==> src/rtl/tc_digital_io_ctrl.sv <==
// Chip-side controller for one tc_digital_io pad: drives the pad controls, filters the
// pad readback, and sequences direction turnaround and retention.
module tc_digital_io_ctrl #(
  parameter int unsigned SyncStages       = 2,
  parameter int unsigned FilterCycles     = 4,
  parameter int unsigned TurnaroundCycles = 2,
  parameter logic [3:0]  DefaultStrength  = 4'h4,
  localparam int unsigned StrengthW       = 4,
  localparam int unsigned PullW           = 2
) (
  input  logic                 clk_i,
  input  logic                 rst_i,
  input  logic                 cfg_valid_i,
  output logic                 cfg_ready_o,
  input  logic                 cfg_dir_out_i,
  input  logic [StrengthW-1:0] cfg_strength_i,
  input  logic [PullW-1:0]     cfg_pull_i,
  input  logic                 out_data_i,
  output logic                 in_data_o,
  output logic                 in_rise_o,
  output logic                 in_fall_o,
  input  logic                 ret_req_i,
  output logic                 ret_ack_o,
  output logic                 pad_data_o,
  input  logic                 pad_data_i,
  output logic                 pad_oe_no,
  output logic [StrengthW-1:0] pad_strength_o,
  output logic                 pad_pullup_en_o,
  output logic                 pad_pulldown_en_o,
  output logic                 pad_rte_o
);

  localparam int unsigned FiltW = $clog2(FilterCycles + 1);
  localparam int unsigned TurnW = $clog2(TurnaroundCycles + 1);

  typedef enum logic [2:0] {IDLE, TURN, RET_ENTER, RET, RET_EXIT} state_e;

  state_e                 state_q, state_d;
  logic [TurnW-1:0]       turn_cnt_q, turn_cnt_d;
  logic                   dir_q, dir_d;
  logic                   oe_n_q, oe_n_d;
  logic                   data_q, data_d;
  logic [StrengthW-1:0]   strength_q, strength_d;
  logic                   pu_q, pu_d;
  logic                   pd_q, pd_d;
  logic                   rte_q, rte_d;
  logic                   ack_q, ack_d;

  logic [SyncStages-1:0]  sync_q;
  logic [FiltW-1:0]       filt_cnt_q, filt_cnt_d;
  logic                   in_q, in_d;
  logic                   rise_q, rise_d;
  logic                   fall_q, fall_d;
  logic                   sync_s;

  assign sync_s      = sync_q[SyncStages-1];
  assign cfg_ready_o = (state_q == IDLE) && !ret_req_i && !rst_i;

  // Control FSM: config acceptance, direction turnaround, retention handshake
  always_comb begin
    state_d    = state_q;
    turn_cnt_d = turn_cnt_q;
    dir_d      = dir_q;
    oe_n_d     = oe_n_q;
    data_d     = data_q;
    strength_d = strength_q;
    pu_d       = pu_q;
    pd_d       = pd_q;
    rte_d      = rte_q;
    ack_d      = ack_q;

    if (!(state_q inside {RET_ENTER, RET, RET_EXIT})) begin
      data_d = out_data_i;
    end

    case (state_q)
      IDLE: begin
        if (ret_req_i) begin
          state_d = RET_ENTER;
          rte_d   = 1'b1;
        end else if (cfg_valid_i) begin
          strength_d = cfg_strength_i;
          pu_d       = (cfg_pull_i == 2'b01);
          pd_d       = (cfg_pull_i == 2'b10);
          if (cfg_dir_out_i != dir_q) begin
            oe_n_d     = 1'b1;
            turn_cnt_d = '0;
            state_d    = TURN;
          end
        end
      end
      TURN: begin
        if (turn_cnt_q == TurnW'(TurnaroundCycles - 1)) begin
          dir_d      = ~dir_q;
          oe_n_d     = dir_q;
          turn_cnt_d = '0;
          state_d    = IDLE;
        end else begin
          turn_cnt_d = turn_cnt_q + TurnW'(1);
        end
      end
      RET_ENTER: begin
        ack_d   = 1'b1;
        state_d = RET;
      end
      RET: begin
        if (!ret_req_i) begin
          rte_d   = 1'b0;
          state_d = RET_EXIT;
        end
      end
      RET_EXIT: begin
        ack_d   = 1'b0;
        state_d = IDLE;
      end
      default: state_d = IDLE;
    endcase
  end

  // Glitch filter: toggle only after FilterCycles consecutive differing synced samples
  always_comb begin
    filt_cnt_d = '0;
    in_d       = in_q;
    rise_d     = 1'b0;
    fall_d     = 1'b0;
    if (sync_s != in_q) begin
      if (filt_cnt_q == FiltW'(FilterCycles - 1)) begin
        in_d   = sync_s;
        rise_d = sync_s;
        fall_d = ~sync_s;
      end else begin
        filt_cnt_d = filt_cnt_q + FiltW'(1);
      end
    end
  end

  always_ff @(posedge clk_i) begin
    if (rst_i) begin
      state_q <= IDLE;
    end else begin
      state_q <= state_d;
    end
  end

  always_ff @(posedge clk_i) begin
    if (rst_i) begin
      turn_cnt_q <= '0;
      dir_q      <= 1'b0;
      oe_n_q     <= 1'b1;
      data_q     <= 1'b0;
      strength_q <= DefaultStrength;
      pu_q       <= 1'b0;
      pd_q       <= 1'b0;
      rte_q      <= 1'b0;
      ack_q      <= 1'b0;
      sync_q     <= '0;
      filt_cnt_q <= '0;
      in_q       <= 1'b0;
      rise_q     <= 1'b0;
      fall_q     <= 1'b0;
    end else begin
      turn_cnt_q <= turn_cnt_d;
      dir_q      <= dir_d;
      oe_n_q     <= oe_n_d;
      data_q     <= data_d;
      strength_q <= strength_d;
      pu_q       <= pu_d;
      pd_q       <= pd_d;
      rte_q      <= rte_d;
      ack_q      <= ack_d;
      sync_q     <= {sync_q[SyncStages-2:0], pad_data_i};
      filt_cnt_q <= filt_cnt_d;
      in_q       <= in_d;
      rise_q     <= rise_d;
      fall_q     <= fall_d;
    end
  end

  assign in_data_o         = in_q;
  assign in_rise_o         = rise_q;
  assign in_fall_o         = fall_q;
  assign ret_ack_o         = ack_q;
  assign pad_data_o        = data_q;
  assign pad_oe_no         = oe_n_q;
  assign pad_strength_o    = strength_q;
  assign pad_pullup_en_o   = pu_q;
  assign pad_pulldown_en_o = pd_q;
  assign pad_rte_o         = rte_q;

endmodule
==> config.mk <==
export PLATFORM = sky130hd
export DESIGN_NAME = tc_digital_io_ctrl
export DESIGN_NICKNAME = d
export VERILOG_FILES = /design/src/rtl/tc_digital_io_ctrl.sv
export SDC_FILE = /design/constraint.sdc
export NUM_CORES = 1
export LEC_CHECK = 0
export ABC_AREA = 1
export BUFFER_PORTS_ARGS = -buffer_cell sky130_fd_sc_hd__buf_4
export CELL_PAD_IN_SITES_DETAIL_PLACEMENT = 0
export CELL_PAD_IN_SITES_GLOBAL_PLACEMENT = 1
export CORE_MARGIN = 2
export CORE_UTILIZATION = 39
export CTS_BUF_LIST = sky130_fd_sc_hd__clkbuf_8 sky130_fd_sc_hd__clkbuf_16
export CTS_CLUSTER_SIZE = 20
export DETAILED_ROUTE_END_ITERATION = 16
export PLACE_DENSITY_LB_ADDON = 0.1
export SLEW_MARGIN = 20
export SYNTH_ARGS = -nofsm -noshare
export SYNTH_HDL_FRONTEND = slang
export SYNTH_SLANG_ARGS = --single-unit
==> constraint.sdc <==
create_clock -name clk_i -period 3.15 [get_ports clk_i]
set_clock_uncertainty 0.15 [all_clocks]
set_input_delay 0.63 -clock clk_i [delete_from_list [all_inputs] [get_ports clk_i]]
set_output_delay 0.63 -clock clk_i [all_outputs]
set_load 0.05 [all_outputs]
# [Yosys cells after proc, flatten, opt, wreduce, memory -nomap -nowiden]
# Index checks and enable logic that the tools add are counted.
# Widths: inputs -> output; s select.
[totals] ff_bits=24 in_bits=13 output_inout_bits=14 wordCells=78
[classes] addsub=2 eq_ne=18 muxes=20 bitwise=5 n_reduce_logical=18
[op_table] cell="$mux 3" count=5
[op_table] cell="$pmux 3 s4" count=1
[op_table] cell="$ne 2x2->1 const B" count=5
[op_table] cell="$eq 3x2->1 const B" count=3
[op_table] cell="$mux 2" count=4
[op_table] cell="$reduce_and 4->1" count=2
[op_table] cell="$mux 1" count=6
[op_table] cell="$pmux 1 s2" count=3
[op_table] cell="$reduce_and 3->1" count=2
[op_table] cell="$reduce_bool 2->1" count=3
[op_table] cell="$reduce_or 3->1" count=2
[op_table] cell="$not 1->1" count=5
[op_table] cell="$reduce_and 5->1" count=1
[op_table] cell="$eq 2x1->1 const B" count=2
[op_table] cell="$pmux 2 s2" count=1
[op_table] cell="$reduce_and 2->1" count=2
[op_table] cell="$add 3x1->3 const B" count=1
[op_table] cell="$eq 3x1->1 const B" count=1
[op_table] cell="$eq 3x3->1 const B" count=1
[op_table] cell="$logic_not 3->1" count=1
[op_table] cell="$ne 3x2->1 const B" count=1
[op_table] cell="$ne 3x3->1 const B" count=1
[op_table] cell="$reduce_bool 3->1" count=1
[op_table] cell="$add 2x1->2 const B" count=1
[op_table] cell="other kinds (5)" count=8

# [Logic depth before layout (Yosys ltp)]
[depth] word_depth=5 ltp_mapped=8

# [Worst setup path after synthesis]
# OpenSTA, ideal clock, no wires.
[synth_timing] path_type="input to output" startpoint="input port ret_req_i" endpoint="output port cfg_ready_o" arrival_ns=1.727 t_required_ns=2.370 slack_ns=0.643 cell_stages=1 path_buffers=0 cell_sequence="nor3_1"
[synth_between] elab_chain_len=3
[synth_lines] element="from (decl)" line="22" text="input logic ret_req_i,"
[synth_lines] element="$logic_not 1->1"
[synth_lines] element="$logic_and 1x1->1 (2 in series)" line="57" text="assign cfg_ready_o = (state_q == IDLE) && !ret_req_i && !rst_i;"
[synth_lines] element="to (decl)" line="14" text="output logic cfg_ready_o,"
# No other way between the ends.

# [Worst setup path in the final report]
[layout_timing] startpoint="register state_q[1]" endpoint="output port cfg_ready_o"
[layout_between] elab_chain_len=3
[layout_lines] element="from (decl)" line="38" text="state_e state_q, state_d;"
[layout_lines] element="from (signal assigned)" line="141" text="state_q <= state_d;"
[layout_lines] element="$logic_not 3->1" line="57"
[layout_lines] element="$logic_and 1x1->1 (2 in series)" line="57"
# No other way between the ends.

==> results.sh <==
export IMPL_yosys_area_top_type="dfxtp_1"
export IMPL_r2r_end="filt_cnt_q[1]"
export IMPL_rsz0062_at_grt="false"
export IMPL_fmax_ghz=0.483
export IMPL_vias=896
export IMPL_holdWs_ps=262
export IMPL_synth_area_leaders="dfxtp_1 (47%), nand2_1 (8.4%), inv_1 (6.2%), nor2_1 (5.9%), nand3_1 (4.9%)"
export IMPL_dp_cells=189
export IMPL_drt_total_wl_um=1970
export IMPL_gp_congestion=0.835
export IMPL_synth_seq_cells=24
export IMPL_die_w_um=55.2
export IMPL_layout_commonest_cell="buf_4"
export IMPL_r2r_slack_ps=1870
export IMPL_hold_class="reg -> reg"
export IMPL_h_tree_depth=1
export IMPL_insertion_delay_ps=260
export IMPL_grt_antenna_before_repair=0
export IMPL_arrival_ps=1290
export IMPL_run_status="finished clean"
export IMPL_layout_common_cells="buf_4 (26), dfxtp_1 (24), nand2_1 (23)"
export IMPL_drv_cap=0
export IMPL_critPathCaptureType="output pin"
export IMPL_coreArea_um2=2480
export IMPL_setup_viol=0
export IMPL_post_route_min_period_ps=2070
export IMPL_min_period_over_period=0.657
export IMPL_slew_limit_headroom=0.813
export IMPL_ys_seq_area_frac=0.469
export IMPL_fin_nets=179
export IMPL_r2r_cells=5
export IMPL_syn_avg_cell_area_um2=7.64
export IMPL_whs_path_depth=2
export IMPL_initial_core_util=0.413
export IMPL_hold_path_end="sync_q[1]"
export IMPL_clk_pin_slew_ps=80
export IMPL_synth_cell_types=21
export IMPL_grt_pass1_wl_um=3580
export IMPL_post_cts_buffers=0
export IMPL_post_drt_wl_per_cell_um=10.2
export IMPL_synth_area_um2=1020
export IMPL_grt_max_degree=15
export IMPL_drtIter0Drc=11
export IMPL_cts_made_buffers=3
export IMPL_drive_gt1_frac=0.282
export IMPL_clock_sinks=24
export IMPL_hp_start="sync_q[0]"
export IMPL_path_max_fanout=5
export IMPL_tns_ps=0
export IMPL_peakVddDrop_mv=0.317
export IMPL_clock_path_buffers=2
export IMPL_portBuffers=26
export IMPL_die_area_um2=3050
export IMPL_drc=0
export IMPL_root_buffer="clkbuf_8"
export IMPL_vias_per_cell=4.64
export IMPL_worstPathRequired_ps=2370
export IMPL_reg2reg_from="filt_cnt_q[0]"
export IMPL_fp_row_count=18
export IMPL_cp_start_kind="register"
export IMPL_netlist_area_leader_share=0.469
export IMPL_yosys_warnings=0
export IMPL_cts_tree="yes"
export IMPL_ctsHoldBuffers=0
export IMPL_die_y_um=55.2
export IMPL_power_density_nw_per_um2=596
export IMPL_stdcell_count=193
export IMPL_area_delta_synth_final_pct=27.8
export IMPL_antenna_cells=0
export IMPL_post_cts_resized=0
export IMPL_synth_nets=149
export IMPL_p_leak_uw=0.000634
export IMPL_grt_use_total=0.144
export IMPL_synth_cells=134
export IMPL_final_max_slew_viol_count=0
export IMPL_tightest_slew_ps=279
export IMPL_first_pass_iters=4
export IMPL_grt_ovfl_total=0
export IMPL_hold_viol=0
export IMPL_ant_nets=0
export IMPL_worstSetupPathType="reg -> out"
export IMPL_grt_pass1_vias=875
export IMPL_ios=27
export IMPL_dp_hpwl_um=1530
## stage by stage
step	setup slack [ps]	util	instance area [um2]	power [uW]
finish	1080	0.528	1310	780
global placement	1160	0.506	1250	583
detailed placement	1120	0.506	1250	585
global route	983	0.528	1310	827
CTS	1050	0.528	1310	792
floorplan	643	-	1020	524
## cells by family (layout without fill, tap and decap cells)
family / count (synthesis) / count (layout) / synth area share
AND/OR/NAND/NOR: 66 / 66 / 0.329
AO/OA/AOI/OAI: 17 / 17 / 0.0856
adder cells (fa/ha/maj): 2 / 2 / 0.0244
flip-flops: 24 / 24 / 0.469
buffers and inverters: 25 / 54 / 0.0917
## cell type report
class	count	area, um2
Tap cell	30	37.5
Fill cell	245	1170
Multi-Input combinational cell	85	449
Inverter	24	90.1
Clock buffer	4	55.1
Timing Repair Buffer	26	195
Sequential cell	24	480
## sequential cells by signal (all words and copies together), names as in the netlist, 2 cells and up
register and cells:
pad_strength_o 4, filt_cnt_q 3, state_q 3, sync_q 2, turn_cnt_q 2
## routing by layer
metal  GRT usage  share of wire
met1       0.180           0.48
met3      0.0351          0.046
met4      0.0627          0.016
met5           0              0
met2       0.236           0.46
## power by group
group	switching, uW	leakage, uW	internal [uW]
logic	151	0.000409	76.2
registers	19.5	0.000196	330
clock network	92.2	0.0000288	111
## cells in the mapped netlist (all sizes together)
cell     n
ha       2
clkbuf   1
nor2    21
inv     23
nand4    5
dfxtp   24
nor3     1
o211ai   1
nand2   28
o21ai    7
clkinv   1
nand3b   1
nand3   10
a21oi    9
## critical path: stages (launching register included)
cell,delay [ps]
dfxtp_1,370
nor2_4,170
nand2_4,90
nor3_1,160
buf_4,230
## worst max-delay path by stage
stage / startpoint / endpoint / slack (ps)
floorplan: ret_req_i / cfg_ready_o / 640
global placement: rst_i / cfg_ready_o / 1160
detailed placement: rst_i / cfg_ready_o / 1120
CTS: state_q[1] / cfg_ready_o / 1050
global route: state_q[1] / cfg_ready_o / 980
finish: state_q[1] / cfg_ready_o / 1080
(Power assumes the default switching activity.)
